==> config.mk <==
export PLATFORM = sky130hd
export DESIGN_NAME = csa_accum_ctrl
export DESIGN_NICKNAME = d
export VERILOG_FILES = /design/src/rtl/csa_accum_ctrl.sv
export SDC_FILE = /design/constraint.sdc
export NUM_CORES = 1
export LEC_CHECK = 0
export ABC_AREA = 1
export CELL_PAD_IN_SITES_DETAIL_PLACEMENT = 1
export CELL_PAD_IN_SITES_GLOBAL_PLACEMENT = 1
export CORE_MARGIN = 5
export CORE_UTILIZATION = 34
export CTS_CLUSTER_DIAMETER = 40
export DETAILED_ROUTE_END_ITERATION = 12
export PLACE_DENSITY_LB_ADDON = 0.15
export SLEW_MARGIN = 30
export SYNTH_ARGS = -nofsm -noshare
export SYNTH_HDL_FRONTEND = slang
export SYNTH_SLANG_ARGS = --single-unit
==> constraint.sdc <==
create_clock -name clk_i -period 2.1 [get_ports clk_i]
set_input_delay 0.42 -clock clk_i [delete_from_list [all_inputs] [get_ports clk_i]]
set_output_delay 0.42 -clock clk_i [all_outputs]
set_load 0.03 [all_outputs]
==> src/rtl/csa_accum_ctrl.sv <==
// Accumulation controller for an external carry-save compressor tree.
// Operands are batched into slots; one COMPRESS cycle folds them into acc_s/acc_c.
module csa_accum_ctrl #(
  parameter int NUM_ELEMENTS = 9,
  parameter int BIT_LEN      = 16
) (
  input  logic               clk_i,
  input  logic               rst_i,
  input  logic               in_valid_i,
  output logic               in_ready_o,
  input  logic [BIT_LEN-1:0] in_data_i,
  input  logic               in_last_i,
  output logic [BIT_LEN-1:0] tree_terms_o [NUM_ELEMENTS],
  input  logic [BIT_LEN-1:0] tree_s_i,
  input  logic [BIT_LEN-1:0] tree_c_i,
  output logic               out_valid_o,
  input  logic               out_ready_i,
  output logic [BIT_LEN-1:0] out_sum_o,
  output logic [15:0]        out_count_o
);

  localparam int NSLOT = NUM_ELEMENTS - 2;
  localparam int SW    = (NSLOT > 1) ? $clog2(NSLOT + 1) : 1;

  typedef enum logic [1:0] {S_FILL, S_COMPRESS, S_FINAL, S_DONE} state_t;

  state_t             state_q, state_d;
  logic [BIT_LEN-1:0] acc_s_q, acc_s_d;
  logic [BIT_LEN-1:0] acc_c_q, acc_c_d;
  logic [BIT_LEN-1:0] slots_q [NSLOT];
  logic [BIT_LEN-1:0] slots_d [NSLOT];
  logic [SW-1:0]      slot_cnt_q, slot_cnt_d;
  logic               last_q, last_d;
  logic [15:0]        cnt_q, cnt_d;
  logic [BIT_LEN-1:0] out_sum_q, out_sum_d;

  logic accept, out_hs, slot_full;

  assign accept    = in_valid_i & in_ready_o;
  assign out_hs    = out_valid_o & out_ready_i;
  assign slot_full = (slot_cnt_q == SW'(NSLOT - 1));

  // State register
  always_ff @(posedge clk_i) begin
    if (rst_i) state_q <= S_FILL;
    else       state_q <= state_d;
  end

  // Next-state logic
  always_comb begin
    state_d = state_q;
    case (state_q)
      S_FILL:     if (accept && (slot_full || in_last_i)) state_d = S_COMPRESS;
      S_COMPRESS: state_d = last_q ? S_FINAL : S_FILL;
      S_FINAL:    state_d = S_DONE;
      S_DONE:     if (out_hs) state_d = S_FILL;
      default:    state_d = S_FILL;
    endcase
  end

  // Output decode
  always_comb begin
    in_ready_o  = (state_q == S_FILL);
    out_valid_o = (state_q == S_DONE);
  end

  // Datapath next-state
  always_comb begin
    acc_s_d    = acc_s_q;
    acc_c_d    = acc_c_q;
    slots_d    = slots_q;
    slot_cnt_d = slot_cnt_q;
    last_d     = last_q;
    cnt_d      = cnt_q;
    out_sum_d  = out_sum_q;
    case (state_q)
      S_FILL: if (accept) begin
        for (int i = 0; i < NSLOT; i++)
          if (slot_cnt_q == SW'(i)) slots_d[i] = in_data_i;
        slot_cnt_d = slot_cnt_q + SW'(1);
        cnt_d      = (cnt_q == 16'hFFFF) ? cnt_q : cnt_q + 16'd1;
        last_d     = last_q | in_last_i;
      end
      S_COMPRESS: begin
        // Clearing slots keeps a short final pass from re-adding stale operands.
        acc_s_d    = tree_s_i;
        acc_c_d    = tree_c_i;
        for (int i = 0; i < NSLOT; i++) slots_d[i] = '0;
        slot_cnt_d = '0;
      end
      S_FINAL: out_sum_d = acc_s_q + acc_c_q;
      S_DONE: if (out_hs) begin
        acc_s_d = '0;
        acc_c_d = '0;
        last_d  = 1'b0;
        cnt_d   = '0;
      end
      default: ;
    endcase
  end

  always_ff @(posedge clk_i) begin
    if (rst_i) begin
      acc_s_q    <= '0;
      acc_c_q    <= '0;
      for (int i = 0; i < NSLOT; i++) slots_q[i] <= '0;
      slot_cnt_q <= '0;
      last_q     <= 1'b0;
      cnt_q      <= '0;
      out_sum_q  <= '0;
    end else begin
      acc_s_q    <= acc_s_d;
      acc_c_q    <= acc_c_d;
      slots_q    <= slots_d;
      slot_cnt_q <= slot_cnt_d;
      last_q     <= last_d;
      cnt_q      <= cnt_d;
      out_sum_q  <= out_sum_d;
    end
  end

  always_comb begin
    tree_terms_o[0] = acc_s_q;
    tree_terms_o[1] = acc_c_q;
    for (int i = 0; i < NSLOT; i++) tree_terms_o[i+2] = slots_q[i];
  end

  assign out_sum_o   = out_sum_q;
  assign out_count_o = cnt_q;

endmodule

==> metrics.txt <==
unrepaired setup endpoints after global routing=no; WL/cell=16.8 µm; CP cell instances=clkdlybuf4s50_1; Final Critical Period=2.02 ns; vias in the first global route=7792; Vias=7765; count leader, synth=nand2_1; Pre-antenna DRT Iters=4; final hold vios=0; combinational power share=30.2%; worst slack, placed=0.0931 ns; Setup TNS Final=0 ns; reg-to-reg endpoint=out_sum_o[12]$_SDFFE_PP0P_; Placer Congestion=0.788; grt total ovfl=0; fin crit share=96.4%; R2R depth=11; Clock Power Share=31.8%; DRT Wirelength=27100 µm; critical path peak fanout=6; Core ar.=23300 µm²; P_int=0.00679 W; Max-slew headroom=60.6%; Reg power frac=38.0%; syn_area_per_cell=7.54 µm²; switch share=37.4%; post-synth top area cell=dfxtp_1; Critical Path AT=1.60 ns; htree depth=4; Cell Pwr Density=957 nW/µm²; final core occ=48.5%; Worst Setup EP=out_count_o[10]; DRC viols=0; run status=finished clean; Worst Tran Pin Value=0.589 ns; Inserted Clock Buffers=17; Max Cap Viol=0; Crit Path Class=register to output pin; most common library cells after synthesis=nand2_1, dfxtp_1, a21oi_1; Max Root-Sink Buffers=2; Die X=163 µm; crit-path max cell delay=0.72 ns; Worst VDD drop=0.000409 V; Root Buffer=clkbuf_16; Final setup viols=0; Cell Area, Synth=8010 µm²; clock transition at the registers of the reported paths=0.08 ns; CP bufs+invs=1; Final Net Count=1353; Post-Syn Nets=1137; #FFs+latches synth=182; num rows=56; crit path launch type=register; DPL Wire Length=19600 µm; Vias/cell=4.82; Min-Delay Path Class=register to register; Die Span Y=163 µm; Port Buf Inserts=230; DRT antenna net count=0; CP max-delay cell=clkdlybuf4s50_1; FF-to-FF Start=acc_c_q[0]$_SDFFE_PP0P_; cts hold-fix bufs=0; maximum clock frequency=0.494 GHz; Slew Viols, Final=0; Sink Count=182; I/O pin count=231; Initial Utilization=34.3%; critical path endpoint category=output pin; first-pass GRT wire length=42500 µm; area grow syn2layout=41.5%; most used flip-flop cell after synthesis=dfxtp_1; Setup WS post-layout=0.0754 ns; Synth top area share=45.5%; die area=26700 µm²; clk_lat worst skew=0.44 ns; Critical Path Stages=1; asr flop ratio synth=0%; Post-synth EDFFs=0; post-synthesis cell type count=38; total track usage=20.1%; sequential element share of the synthesized area=45.5%; layout cells sized above 1=8.44%; Syn. warnings=0; Switch Pwr=0.00405 W; largest net degree at the start of global routing=68; antenna violations before repair=2; total power=0.0108 W; Reg2Reg Setup Slack=0.26 ns; Leakage=4.66 nW; Layout Skew=0.0105 ns; CTS tree=yes; Post-Syn Instances=1062; initial drt markers=294; crit-path leading delay family=buffers and inverters; CP Launch Point=out_count_o[10]$_SDFFE_PP0P_; CP Data Required Time=1.68 ns; ranking of synthesized cells by area=dfxtp_1, nand2_1, a21oi_1
layout make-up:
type                            count  area (µm²)
Fill cell                        2841       12000
Sequential cell                   182        3640
Clock inverter                     15         228
Inverter                          100         380
Tap cell                          319         399
Timing Repair Buffer              252        2600
Antenna cell                        1        2.50
Clock buffer                       17         425
Multi-Input combinational cell    725        3640
through the flow:
step                      area (µm²)  hold WS [ns]  instances
after floorplan                 8010         0.439       1062
after global placement         10700         0.457       1578
after detailed placement       10700         0.460       1578
after CTS                      11300         0.472       1610
after global routing           11300         0.498       1610
final                          11300         0.468       1611
placed cells by master (no fill, tap or decap), types with 3 or more instances in the layout:
| master | synthesis | layout |
|---|---|---|
| ha_1 | 21 | 21 |
| inv_12 | 0 | 5 |
| buf_12 | 0 | 11 |
| a21oi_1 | 137 | 137 |
| nand2_4 | 4 | 4 |
| nand2_2 | 9 | 9 |
| a211oi_1 | 4 | 4 |
| buf_4 | 7 | 12 |
| dfxtp_1 | 182 | 182 |
| nand4_1 | 4 | 4 |
| o21ai_1 | 29 | 29 |
| inv_1 | 93 | 92 |
| nand3_1 | 47 | 47 |
| dlymetal6s2s_1 | 0 | 3 |
| nor3_1 | 5 | 5 |
| nand2_1 | 216 | 216 |
| nor2_2 | 7 | 8 |
| inv_2 | 5 | 6 |
| clkdlybuf4s50_1 | 0 | 224 |
| clkinv_8 | 0 | 6 |
| o211ai_1 | 3 | 3 |
| a211oi_2 | 11 | 11 |
| nor2_1 | 116 | 115 |
| o21ai_0 | 87 | 87 |
| nor2_4 | 7 | 7 |
| clkbuf_16 | 0 | 17 |
| xnor2_1 | 4 | 4 |
cells by family (layout without fill, tap and decap cells):
family                   Yosys count  after routing  share of synthesized area, %
AO/OA/AOI/OAI                    276            276                          18.7
XOR/XNOR                           6              6                         0.656
adder cells (fa/ha/maj)           22             22                          3.53
buffers and inverters            155            384                          9.00
flip-flops                       182            182                          45.5
other                              0              1                             0
AND/OR/NAND/NOR                  421            421                          22.6
power by group through the flow:
stage | Sequential [W] | Clock [W] | Combinational [W]
6_report | 0.00412 | 0.00345 | 0.00327
5_1_grt | 0.00418 | 0.00369 | 0.00352
4_1_cts | 0.00412 | 0.00354 | 0.00331
3_5_place_dp | 0.00420 | 0 | 0.00330
3_3_place_gp | 0.00419 | 0 | 0.00325
2_1_floorplan | 0.00494 | 0 | 0.00118
worst min-delay path by stage:
| stage | startpoint | end | cells past startpoint |
|---|---|---|---|
| 2_1_floorplan | last_q$_SDFFE_PP0P_ | last_q$_SDFFE_PP0P_ | 2 |
| 3_3_place_gp | tree_terms_o[94]$_SDFFE_PP0P_ | tree_terms_o[94]$_SDFFE_PP0P_ | 2 |
| 3_5_place_dp | tree_terms_o[94]$_SDFFE_PP0P_ | tree_terms_o[94]$_SDFFE_PP0P_ | 2 |
| 4_1_cts | tree_terms_o[94]$_SDFFE_PP0P_ | tree_terms_o[94]$_SDFFE_PP0P_ | 2 |
| 5_1_grt | tree_terms_o[94]$_SDFFE_PP0P_ | tree_terms_o[94]$_SDFFE_PP0P_ | 2 |
| 6_report | tree_terms_o[94]$_SDFFE_PP0P_ | tree_terms_o[94]$_SDFFE_PP0P_ | 2 |
state kept, by name, summed over array words and instances, names as in the netlist, named ones only:
name	flops
out_sum_o	16
acc_s_q	16
acc_c_q	16
slot_cnt_q	3
last_q	1
tree_terms_o	112
out_count_o	16
state_q	1
metal layers:
layer  GRT usage, %  wire length [µm]
met1           25.8             12100
met2           33.0             12500
met3           6.13              1920
met4           5.45               503
met5              0                27
repair_timing:
item | CTS | global route
hold endpoints to repair | 0 | 0
resized for setup | 1 | 3
setup endpoints to repair | 1 | 3
setup buffers | 0 | 0
(Power assumes the default switching activity.)
